**config.mk**
```make
export PLATFORM = sky130hd
export DESIGN_NAME = alu_seq
export DESIGN_NICKNAME = d
export VERILOG_FILES = /design/src/rtl/alu_seq.sv
export SDC_FILE = /design/constraint.sdc
export NUM_CORES = 1
export LEC_CHECK = 0
export CAP_MARGIN = 20
export CORE_ASPECT_RATIO = 1.5
export CORE_UTILIZATION = 52
export CTS_CLUSTER_SIZE = 25
export DETAILED_ROUTE_END_ITERATION = 16
export HOLD_SLACK_MARGIN = 0.08
export PLACE_DENSITY_LB_ADDON = 0.12
export SYNTH_ARGS = -nofsm -noshare
export SYNTH_HDL_FRONTEND = slang
export SYNTH_SLANG_ARGS = --single-unit
```
**constraint.sdc**
```tcl
create_clock -name clk -period 7.6 [get_ports clk]
set_input_delay 1.14 -clock clk [delete_from_list [all_inputs] [get_ports clk]]
set_output_delay 1.14 -clock clk [all_outputs]
set_load 0.01 [all_outputs]
```
**src/rtl/alu_seq.sv**
```systemverilog
// Registered multi-cycle ALU: single-cycle add/sub/logic/shift operations and an
// iterative shift-add unsigned multiply, behind a start/busy/done handshake.
module alu_seq #(
   parameter int N = 8
) (
   input  logic         clk,
   input  logic         reset,
   input  logic         start,
   input  logic [2:0]   mode,
   input  logic         cin,
   input  logic [N-1:0] in_a,
   input  logic [N-1:0] in_b,
   output logic [N-1:0] out,
   output logic         cout,
   output logic         ovf,
   output logic         neg,
   output logic         eq_zero,
   output logic         busy,
   output logic         done
);

   localparam int CW = $clog2(N) + 1;

   localparam logic [2:0] MODE_ADD = 3'b000;
   localparam logic [2:0] MODE_SUB = 3'b001;
   localparam logic [2:0] MODE_AND = 3'b010;
   localparam logic [2:0] MODE_OR  = 3'b011;
   localparam logic [2:0] MODE_XOR = 3'b100;
   localparam logic [2:0] MODE_SHL = 3'b101;
   localparam logic [2:0] MODE_SHR = 3'b110;
   localparam logic [2:0] MODE_MUL = 3'b111;

   typedef enum logic [1:0] {
      IDLE,
      MUL,
      DONE
   } state_t;

   state_t state;
   state_t state_next;

   logic [N-1:0]   mcand;
   logic [2*N-1:0] product;
   logic [CW-1:0]  count;
   logic [N:0]     mul_sum;
   logic [2*N-1:0] product_next;
   logic           mul_last;

   logic [N:0]     add_full;
   logic [N:0]     sub_full;
   logic [N-1:0]   res;
   logic           res_c;
   logic           res_v;

   always_ff @(posedge clk or posedge reset) begin
      if (reset) begin
         state <= IDLE;
      end else begin
         state <= state_next;
      end
   end

   always_comb begin
      state_next = state;
      busy       = 1'b0;
      done       = 1'b0;
      case (state)
         IDLE: begin
            if (start) begin
               state_next = (mode == MODE_MUL) ? MUL : DONE;
            end
         end
         MUL: begin
            busy = 1'b1;
            if (mul_last) begin
               state_next = DONE;
            end
         end
         DONE: begin
            busy       = 1'b1;
            done       = 1'b1;
            state_next = IDLE;
         end
         default: state_next = IDLE;
      endcase
   end

   // Product holds {partial sum, remaining multiplier bits}; each step consumes product[0].
   always_comb begin
      mul_sum      = {1'b0, product[2*N-1:N]} + (product[0] ? {1'b0, mcand} : {(N+1){1'b0}});
      product_next = {mul_sum, product[N-1:1]};
      mul_last     = (count == CW'(N - 1));
   end

   always_comb begin
      add_full = {1'b0, in_a} + {1'b0, in_b} + {{N{1'b0}}, cin};
      sub_full = {1'b0, in_a} - {1'b0, in_b};
      res      = '0;
      res_c    = 1'b0;
      res_v    = 1'b0;
      case (mode)
         MODE_ADD: begin
            res   = add_full[N-1:0];
            res_c = add_full[N];
            res_v = (in_a[N-1] == in_b[N-1]) && (add_full[N-1] != in_a[N-1]);
         end
         MODE_SUB: begin
            res   = sub_full[N-1:0];
            res_c = sub_full[N];
            res_v = (in_a[N-1] != in_b[N-1]) && (sub_full[N-1] != in_a[N-1]);
         end
         MODE_AND: res = in_a & in_b;
         MODE_OR:  res = in_a | in_b;
         MODE_XOR: res = in_a ^ in_b;
         MODE_SHL: begin
            res   = {in_a[N-2:0], cin};
            res_c = in_a[N-1];
         end
         MODE_SHR: begin
            res   = {cin, in_a[N-1:1]};
            res_c = in_a[0];
         end
         default: ;
      endcase
   end

   // Result and flags only move on the edge that enters DONE, so they hold across a multiply.
   always_ff @(posedge clk or posedge reset) begin
      if (reset) begin
         out     <= '0;
         cout    <= 1'b0;
         ovf     <= 1'b0;
         neg     <= 1'b0;
         eq_zero <= 1'b0;
         mcand   <= '0;
         product <= '0;
         count   <= '0;
      end else begin
         case (state)
            IDLE: begin
               if (start) begin
                  if (mode == MODE_MUL) begin
                     mcand   <= in_a;
                     product <= {{N{1'b0}}, in_b};
                     count   <= '0;
                  end else begin
                     out     <= res;
                     cout    <= res_c;
                     ovf     <= res_v;
                     neg     <= res[N-1];
                     eq_zero <= (res == '0);
                  end
               end
            end
            MUL: begin
               product <= product_next;
               count   <= count + 1'b1;
               if (mul_last) begin
                  out     <= product_next[N-1:0];
                  cout    <= |product_next[2*N-1:N];
                  ovf     <= 1'b0;
                  neg     <= product_next[N-1];
                  eq_zero <= (product_next[N-1:0] == '0);
               end
            end
            default: ;
         endcase
      end
   end

endmodule
```
==> Yosys cells after proc, flatten, opt, wreduce, memory -nomap -nowiden <==
Index checks and enable logic that the tools add are counted.
{ "classes": {"addsub": 5, "mul": 0, "div_mod_pow": 0, "order_cmp": 0, "eq_ne": 18, "shifts": 0, "n_mux": 36, "bitwise_logic": 3, "reduce_logical": 13} }
{ "op_table": {"columns": ["operator", "n"], "rows": [
  ["case mux 8 bit (7 select lines)", 1],
  ["2-to-1 mux 16 bit", 2],
  ["2-to-1 mux 8 bit", 4],
  ["case mux 16 bit (2 select lines)", 1],
  ["adder 8 x 8 -> 9 bit", 2],
  ["logical NOT 8 bit", 2],
  ["case mux 8 bit (2 select lines)", 1],
  ["2-to-1 mux 1 bit", 14],
  ["== test 3 bit, second input constant", 4],
  ["case mux 1 bit (2 select lines)", 5],
  ["adder 9 x 1 -> 9 bit", 1],
  ["subtractor 8 x 8 -> 9 bit", 1],
  ["AND 8 bit", 1],
  ["2-to-1 mux 4 bit", 2],
  ["inequality test 2 bit, second input constant", 4],
  ["OR 8 bit", 1],
  ["case mux 4 bit (2 select lines)", 1],
  ["OR reduction 8 bit", 1],
  ["XOR 8 bit", 1],
  ["== test 3 x 2 -> 1 bit, second input constant", 2],
  ["2-to-1 mux 2 bit", 3],
  ["AND reduction 3 bit", 2],
  ["adder 4 x 1 -> 4 bit, second input constant", 1],
  ["== test 4 x 3 -> 1 bit, second input constant", 1],
  ["other kinds (14)", 17]
]} }
{ "totals": {"reg_bits": 42, "latch_bits": 0, "ram_bits": 0, "rom_bits": 0, "wordCells": 84, "memories": 0} }

==> Logic depth before layout (Yosys ltp) <==
Gate-level depths: netlist (run 1).
{ "depth": {"ltp_word": 8, "ltp_mapped": 12} }

==> Worst setup path after synthesis (run 1) <==
OpenSTA, ideal clock, no wires.
{ "synth_path": {"kind": "input -> register", "from": "in cin", "to": "reg eq_zero", "setup_time_ns": 0.120, "arrival_ns": 3.165, "setup_slack_ns": 4.315, "path_stages": 10, "cell_sequence": "fa_1 > inv_1 > fa_1 > or3_1 > o21a_1 > o21ai_0 > a211oi_1 > and3_1 > and4_1 > a31o_2"} }
{ "synth_between": {"elab_chain_len": 6} }
{ "synth_rtl": {"columns": ["element", "line_no", "text"], "rows": [
  ["from (decl)", "10", "input logic cin,"],
  ["adder 9 x 1 -> 9 bit", "96", "add_full = {1'b0, in_a} + {1'b0, in_b} + {{N{1'b0}}, cin};"],
  ["case mux 8 bit (7 select lines) (*)", "101", "case (mode)"],
  ["logical NOT 8 bit (*)", "151", "eq_zero <= (res == '0);"],
  ["2-to-1 mux 1 bit (*)", "142", "if (mode == MODE_MUL) begin"],
  ["2-to-1 mux 1 bit (*)", "141", "if (start) begin"],
  ["case mux 1 bit (2 select lines) (*)", "139", "case (state)"],
  ["to (signal assigned)", "151", null],
  ["to (signal assigned)", "163", "eq_zero <= (product_next[N-1:0] == '0);"],
  ["to (decl)", "17", "output logic eq_zero,"]
]} }
Mark *: on every way between the ends. The rest lies on a longest branch, timed or not. The select of a mux whose other input is x is not followed.
A chain may end at the register's enable or synchronous reset.

==> Final worst setup path (run 1) <==
{ "layout_path": {"from": "in mode[2]", "to": "reg product[0]"} }
{ "layout_between": {"elab_chain_len": 3} }
{ "layout_rtl": {"columns": ["element", "line_no", "text"], "rows": [
  ["from (decl)", "9", "input logic [2:0] mode,"],
  ["== test 3 bit", "142", null],
  ["inequality test 2 bit (no source line)", null, null],
  ["AND reduction 3 bit (no source line)", null, null],
  ["to (signal assigned)", "144", "product <= {{N{1'b0}}, in_b};"],
  ["to (signal assigned)", "156", "product <= product_next;"],
  ["to (decl)", "43", "logic [2*N-1:0] product;"]
]} }
Every way passes these cells.

==> tab_implementation.tex, run 1 <==
\begin{tabular}{lr}
\hline
Metric & Value \\
\hline
\multicolumn{2}{l}{\textbf{Detailed routing}} \\
Routed Wire Length & 10200 um \\
Vias per inst & 6.31 \\
DR WL/cell & between 15 and 20 um \\
Pre-Repair DR Iteration Count & 5 \\
Residual DRC count & 0 \\
Violation count after the first detailed-routing iteration & 201 \\
Routed vias & 3361 \\
Antenna Nets Post-Route & 0 \\
\multicolumn{2}{l}{\textbf{Logic synthesis}} \\
Synthesis Warnings & 0 \\
Post-Synthesis Net Count & about 490 \\
Number of distinct library cells after synthesis & 60 \\
Share of synthesized area occupied by flip-flops and latches & between 20\% and 30\% \\
FF+latch count, synth & 41 \\
Share of synthesized flip-flops with an asynchronous set or reset & 100\% \\
Count of flip-flops with a built-in enable after synthesis & 0 \\
Mapped Cells & 428 \\
Cell accounting for the most synthesized area & sky130\_fd\_sc\_hd\_\_dfrtp\_1 \\
Mapped Area & roughly 3600 um2 \\
Avg Cell Area, Syn & approximately 8.5 um2 \\
Largest cells by area after synthesis & sky130\_fd\_sc\_hd\_\_dfrtp\_1, sky130\_fd\_sc\_hd\_\_ha\_1, sky130\_fd\_sc\_hd\_\_o21ai\_0, sky130\_fd\_sc\_hd\_\_nand2\_1, sky130\_fd\_sc\_hd\_\_nor2\_1 \\
Yosys top cell area share & between 20\% and 30\% \\
Flip-flop cell with the highest count after synthesis & sky130\_fd\_sc\_hd\_\_dfrtp\_1 \\
\multicolumn{2}{l}{\textbf{STA}} \\
Share of the clock period used by the worst path after layout & 50.5\% \\
Measured slew at the worst slew-check pin & 788 ps \\
Slew headroom & 47.3\% \\
TNS Setup & 0 ps \\
Number of pins with negative max-slew slack in the final report & 0 \\
Worst slack on hold paths & 472 ps \\
Final-report hold violation count & 0 \\
Finish-stage setup viols & 0 \\
Layout Skew & 9.72 ps \\
Max Clock Freq & 261 MHz \\
RSZ-0062 raised after global routing & no \\
Time the worst path needs with I/O delays and setup & 3840 ps \\
\multicolumn{2}{l}{\textbf{Worst setup path}} \\
Slowest-stage cell, CP & sky130\_fd\_sc\_hd\_\_clkdlybuf4s50\_1 \\
Req. time, crit path & 7790 ps \\
Crit path max fanout & 23 \\
Critical path capture point type & register \\
Cell-by-cell trace of the critical path & clkdlybuf4s50\_1 > nand3\_1 > nor2\_1 > nand2\_1 > o21ai\_2 > nand2\_1 > o221a\_2 \\
Endpoint arrival time on the critical path & 4030 ps \\
Critical path's most frequent cell & sky130\_fd\_sc\_hd\_\_nand2\_1 \\
Kind of cell with the highest combined delay on the critical path & simple AND/OR/NAND/NOR gates \\
Count of buffering cells on the critical path with inverters included & 1 \\
Critical path class & input port to register \\
Crit path largest cell delay & 980 ps \\
Startpoint type of the worst setup path & input port \\
\multicolumn{2}{l}{\textbf{Cells and area}} \\
Fin area & 4110 um2 \\
Synthesis-to-layout area growth & 13.5\% \\
Final nets & 519 \\
Count of inserted antenna diode cells & 0 \\
Share of final-layout standard cells stronger than drive strength 1 & 6.56\% \\
Most frequent cells in the layout & sky130\_fd\_sc\_hd\_\_o21ai\_0, sky130\_fd\_sc\_hd\_\_dfrtp\_1, sky130\_fd\_sc\_hd\_\_ha\_1, sky130\_fd\_sc\_hd\_\_clkdlybuf4s50\_1 \\
\multicolumn{2}{l}{\textbf{Global route}} \\
Final global-route overflow total & 0 \\
Pin count of the biggest net entering global routing & 42 \\
Antenna violations before repair & 0 \\
Vias in the first global route & 3275 \\
Wire length of the first global-routing pass & 16500 um \\
Global-route usage over all layers & 29.0\% \\
\multicolumn{2}{l}{\textbf{Floorplanning}} \\
Core footprint & 6620 um2 \\
Die Y & 104 um \\
Count of standard-cell rows & 36 \\
Top-level port count & 37 \\
Overall die area & 7310 um2 \\
Initial Util & 54.7\% \\
Die width & 70.1 um \\
\multicolumn{2}{l}{\textbf{Clock network}} \\
Clock latency on the worst-skew pair & 290 ps \\
Hold Buf Count CTS & 0 \\
Total of cells resized after clock tree synthesis & 0 \\
Clock transition time at the flip-flop clock pins of the worst setup and hold paths & 90 ps \\
Max H-tree Level & 2 \\
Total clock buffers created by CTS & 5 \\
Number of clock sinks & slightly above 40 \\
Clock tree from TritonCTS & yes \\
Post-CTS Setup Bufs & 0 \\
Clock Path Buffers & 2 \\
CTS root buffer & sky130\_fd\_sc\_hd\_\_clkbuf\_8 \\
\multicolumn{2}{l}{\textbf{Place}} \\
Detailed placer's ending HPWL & 8010 um \\
Number of buffer cells added on primary ports & 36 \\
Area after DPL & 4010 um2 \\
Placer Congestion & around 0.94 \\
\multicolumn{2}{l}{\textbf{Pwr}} \\
Cell leakage power & 1.88 nW \\
Total power per unit cell area & around 210 nW/um2 \\
VDD IR max & just under 0.08 mV \\
\multicolumn{2}{l}{\textbf{Worst hold path}} \\
Worst min-delay path class & register to register \\
\multicolumn{2}{l}{\textbf{Outcome}} \\
Status & finished, final reports clean \\
\multicolumn{2}{l}{\textbf{Run}} \\
Maximum capacitance violations & 0 \\
\hline
\end{tabular}
kinds of logic after synthesis:
logic type	Yosys count	share of synthesized area, %
compound gates	145	27.4
xor+xnor	10	2.42
fa+ha+maj	40	14.7
buf+inv	53	6.43
flops	41	28.3
mux	14	4.11
simple gates	125	16.7
metal layers:
layer / share of wire, % / routed length [um] / up-vias / GRT usage, %
li1: - / - / 1603 / -
met1: 38 / 3910 / 1580 / 33.0
met2: 51 / 5180 / 126 / 49.8
met3: 3.6 / 365 / 52 / 2.62
met4: 6.9 / 700 / 0 / 20.6
met5: 0 / 0 / - / 0
sequential cells by signal, summed over array words and instances (netlist names):
| name | flops |
|---|---|
| neg | 1 |
| state | 2 |
| cout | 1 |
| ovf | 1 |
| out | 7 |
| product | 16 |
| eq_zero | 1 |
| count | 4 |
| mcand | 8 |
final cells by class:
cell class | count | area (um2)
well taps | 76 | 95.1
clock inverters | 1 | 5.00
inverters | 32 | 120
repair buffers | 42 | 405
multi-input cells | 334 | 2360
fillers | 621 | 2510
clock buffers | 7 | 96.3
flip-flops and latches | 41 | 1030
path summary, 6_finish.rpt:
| path | end | from | depth (start not counted) | slack [ps] |
|---|---|---|---|---|
| max | product[0] | mode[2] | 7 | 3760 |
| min | mcand[7] | mcand[7] | 2 | 470 |
| max reg2reg | cout | product[0] | 10 | 4700 |
| min reg2reg | mcand[7] | mcand[7] | 2 | 470 |
| max in group asynchronous | mcand[2] | reset | 3 | 5960 |
| min in group asynchronous | state[0] | reset | 3 | 1280 |
synthesized netlist by cell type (all sizes together), types with 10 or more instances:
library cell,instances
inv,32
o22ai,10
buf,11
mux2i,10
nand2b,10
ha,36
nor2,36
a22oi,10
a21oi,18
dfrtp,41
nand2,35
clkbuf,10
o21ai,42
per-stage QoR:
step | power [mW] | std cells | util, % | setup slack [ps]
CTS | 0.881 | 533 | 62.1 | 3810
detailed placement | 0.722 | 525 | 60.5 | 3510
finish | 0.880 | 533 | 62.1 | 3760
floorplan | 0.570 | 428 | - | 4320
global placement | 0.719 | 525 | 60.5 | 3570
global route | 0.939 | 533 | 62.1 | 3520
worst min-delay path: stages, from the launching register on:
cell and delay [ps]:
sky130_fd_sc_hd__dfrtp_1 340, sky130_fd_sc_hd__nand2_1 40, sky130_fd_sc_hd__o21ai_0 60
power by group:
group / total (mW) / leakage, nW / switching, mW / internal [mW]
combinational: 0.382 / 1.30 / 0.204 / 0.178
sequential: 0.339 / 0.524 / 0.0541 / 0.285
clock: 0.159 / 0.0542 / 0.0768 / 0.0822
total: 0.880 / 1.88 / 0.335 / 0.545
Power figures use the tool's default switching activity.
==> inputs of run 2 (changes only) <==
==> constraint.sdc (replaced) <==
create_clock -name clk -period 3.4 [get_ports clk]
set_input_delay 0.51 -clock clk [delete_from_list [all_inputs] [get_ports clk]]
set_output_delay 0.51 -clock clk [all_outputs]
set_load 0.01 [all_outputs]
==> run 2 against run 1 <==
Against the previous run:
- worst hold slack improved by 2.9 ps
- total power rose by 130%
- core utilization rose by 3.6 points
- first-iteration DRC count rose by 19%
- wire length rose by 4.0%
- design area rose by 5.8%
- critical endpoint is now out[6]
==> tab_implementation.tex, run 2 (same netlist as run 1, synthesis figures left out) <==
\begin{tabular}{lr}
\hline
Metric & Value \\
\hline
\multicolumn{2}{l}{\textbf{Place}} \\
Detailed placer's ending HPWL & 8690 um (was 8010 um) \\
Placer Congestion & 1.02 (was 0.941) \\
Placed cell count & 558 (was 525) \\
Number of buffer cells added on primary ports & 36 (unchanged) \\
\multicolumn{2}{l}{\textbf{Cells and area}} \\
Count of fill cells added during filler insertion & 549 (was 621) \\
Final nets & 552 (was 519) \\
Synthesis-to-layout area growth & 20.0\% (was 13.5\%) \\
Share of final-layout standard cells stronger than drive strength 1 & 12.7\% (was 6.56\%) \\
Most frequent cells in the layout & sky130\_fd\_sc\_hd\_\_o21ai\_0, sky130\_fd\_sc\_hd\_\_dfrtp\_1, sky130\_fd\_sc\_hd\_\_buf\_4 (was sky130\_fd\_sc\_hd\_\_o21ai\_0, sky130\_fd\_sc\_hd\_\_dfrtp\_1, sky130\_fd\_sc\_hd\_\_ha\_1, sky130\_fd\_sc\_hd\_\_clkdlybuf4s50\_1) \\
Top reg by flops & product (unchanged) \\
Max FFs per register & 16 (unchanged) \\
Largest registers & product x16, mcand x8, out x7 (unchanged) \\
Number of standard cells in the layout, taps in and fillers out & 565 (was 533) \\
Count of inserted antenna diode cells & 0 (unchanged) \\
Share of the core filled with cells & 65.6\% (was 62.1\%) \\
\multicolumn{2}{l}{\textbf{STA}} \\
RSZ-0062 raised after global routing & no (unchanged) \\
Worst slack on hold paths & 475 ps (was 472 ps) \\
Number of pins with negative max-slew slack in the final report & 0 (unchanged) \\
Measured slew at the worst slew-check pin & 849 ps (was 788 ps) \\
Share of the clock period used by the worst path after layout & 91.5\% \\
TNS Setup & 0 ps (unchanged) \\
Layout Skew & 10.7 ps (was 9.72 ps) \\
Final-report hold violation count & 0 (unchanged) \\
Finish-stage setup viols & 0 (unchanged) \\
Max Clock Freq & 321 MHz \\
Slew headroom & 43.3\% (was 47.3\%) \\
Time the worst path needs with I/O delays and setup & roughly 3100 ps \\
\multicolumn{2}{l}{\textbf{Global route}} \\
Vias in the first global route & 3602 (was 3275) \\
Final global-route overflow total & 0 (unchanged) \\
Pin count of the biggest net entering global routing & 23 (was 42) \\
Antenna violations before repair & 0 (unchanged) \\
Global-route usage over all layers & 30.1\% (was 29.0\%) \\
Wire length of the first global-routing pass & 17500 um (was 16500 um) \\
\multicolumn{2}{l}{\textbf{Clock network}} \\
CTS root buffer & sky130\_fd\_sc\_hd\_\_clkbuf\_8 (unchanged) \\
Clock latency on the worst-skew pair & 300 ps (was 290 ps) \\
Total clock buffers created by CTS & 5 (unchanged) \\
Number of clock sinks & 41 (unchanged) \\
Clock tree from TritonCTS & yes (unchanged) \\
Clock transition time at the flip-flop clock pins of the worst setup and hold paths & 80 ps (was 90 ps) \\
Max H-tree Level & 2 (unchanged) \\
Total of cells resized after clock tree synthesis & 0 (unchanged) \\
Clock Path Buffers & 2 (unchanged) \\
Post-CTS Setup Bufs & 0 (unchanged) \\
Hold Buf Count CTS & 0 (unchanged) \\
\multicolumn{2}{l}{\textbf{Worst hold path}} \\
Worst min-delay path class & register to register (unchanged) \\
\multicolumn{2}{l}{\textbf{Detailed routing}} \\
Violation count after the first detailed-routing iteration & 239 (was 201) \\
Antenna Nets Post-Route & 0 (unchanged) \\
Routed Wire Length & 10600 um (was 10200 um) \\
Vias per inst & 6.21 (was 6.31) \\
Residual DRC count & 0 (unchanged) \\
DR WL/cell & 18.7 um (was 19.0 um) \\
Pre-Repair DR Iteration Count & 5 (unchanged) \\
Routed vias & 3511 (was 3361) \\
\multicolumn{2}{l}{\textbf{Floorplanning}} \\
Top-level port count & 37 (unchanged) \\
Count of standard-cell rows & 36 (unchanged) \\
Initial Util & 54.7\% (unchanged) \\
Die Y & 104 um (unchanged) \\
Die width & 70.1 um (unchanged) \\
Core footprint & 6620 um2 (unchanged) \\
Overall die area & 7310 um2 (unchanged) \\
\multicolumn{2}{l}{\textbf{Worst setup path}} \\
Cell-by-cell trace of the critical path & clkdlybuf4s50\_1 > fa\_1 > inv\_1 > fa\_1 > nand2b\_1 > a21oi\_1 > o221a\_2 > o22ai\_1 > a211o\_1 > mux2\_2 > mux2\_2 (was clkdlybuf4s50\_1 > nand3\_1 > nor2\_1 > nand2\_1 > o21ai\_2 > nand2\_1 > o221a\_2) \\
Critical path capture point type & register (unchanged) \\
Req. time, crit path & 3590 ps (was 7790 ps) \\
Endpoint arrival time on the critical path & 3300 ps (was 4030 ps) \\
Crit path max fanout & 2 (was 23) \\
Slowest-stage cell, CP & sky130\_fd\_sc\_hd\_\_clkdlybuf4s50\_1 (unchanged) \\
Critical path class & input port to register (unchanged) \\
Crit path largest cell delay & 510 ps (was 980 ps) \\
Startpoint type of the worst setup path & input port (unchanged) \\
\multicolumn{2}{l}{\textbf{Pwr}} \\
Switching share of power & 38.2\% (was 38.0\%) \\
Combinational share of power & 45.3\% (was 43.4\%) \\
Share of power burned in registers & 37.9\% (was 38.5\%) \\
Int Power & 1.23 mW (was 0.545 mW) \\
Total power per unit cell area & 458 nW/um2 (was 214 nW/um2) \\
Switching power & 0.761 mW (was 0.335 mW) \\
Clock power share & 16.7\% (was 18.1\%) \\
Cell leakage power & 2.03 nW (was 1.88 nW) \\
VDD IR max & 0.243 mV (was 0.0786 mV) \\
\multicolumn{2}{l}{\textbf{Run}} \\
Maximum capacitance violations & 0 (unchanged) \\
\multicolumn{2}{l}{\textbf{Outcome}} \\
Status & finished, final reports clean (unchanged) \\
\hline
\end{tabular}
run 2: changes by cell type in the layout (fill, tap and decap cells not counted), sizes merged:
| cell | change |
|---|---|
| clkbuf | -1 |
| clkinv | -1 |
| clkinvlp | +1 |
| buf | +33 |
run 2: layout make-up:
class | instances | area [um2] | share of cell area, %
flip-flops and latches | 41 | 1030 | 23.6
repair buffers | 75 | 653 | 15.0
clock inverters | 1 | 7.51 | 0.173
well taps | 76 | 95.1 | 2.19
multi-input cells | 334 | 2360 | 54.3
clock buffers | 6 | 82.6 | 1.90
inverters | 32 | 120 | 2.76
run 2: metal layers:
metal	track usage, %	wire (um)	share of wire (%)
met5	0	0	0
met4	18.7	594	5.6
met3	3.39	430	4.1
met2	53.9	5560	53
met1	33.0	3970	38
run 2: worst max-delay path, delay by kind of cell:
kind                       cells  cell delay, ps
AOI/OAI and AO/OA              4             920
adders and majority gates      2             600
buffers and inverters          2             570
muxes                          2             520
and+or+nand+nor                1             180
run 2: final timing paths:
check	start	end	slack, ps	cells after the start
max in group asynchronous	reset	product[1]	2050	3
setup / recovery	cin	out[6]	290	11
min in group asynchronous	reset	state[0]	680	2
setup reg to reg	product[0]	cout	630	10
hold / removal	mcand[4]	mcand[4]	480	2
hold reg to reg	mcand[4]	mcand[4]	480	2
run 2: power by group through the flow:
stage / Combinational (mW) / Clock (mW) / Sequential (mW)
detailed placement: 0.897 / 0 / 0.761
finish: 0.903 / 0.333 / 0.755
global route: 0.994 / 0.350 / 0.773
floorplan: 0.527 / 0 / 0.746
global placement: 0.885 / 0 / 0.757
CTS: 0.901 / 0.333 / 0.752
run 2: through the flow:
step	setup slack (ps)	area (um2)	total power, mW
after floorplan	745	3620	1.27
after global placement	45.0	4260	1.64
after detailed placement	-18.6	4260	1.66
after CTS	299	4350	1.99
after global routing	170	4350	2.12
final	288	4350	1.99
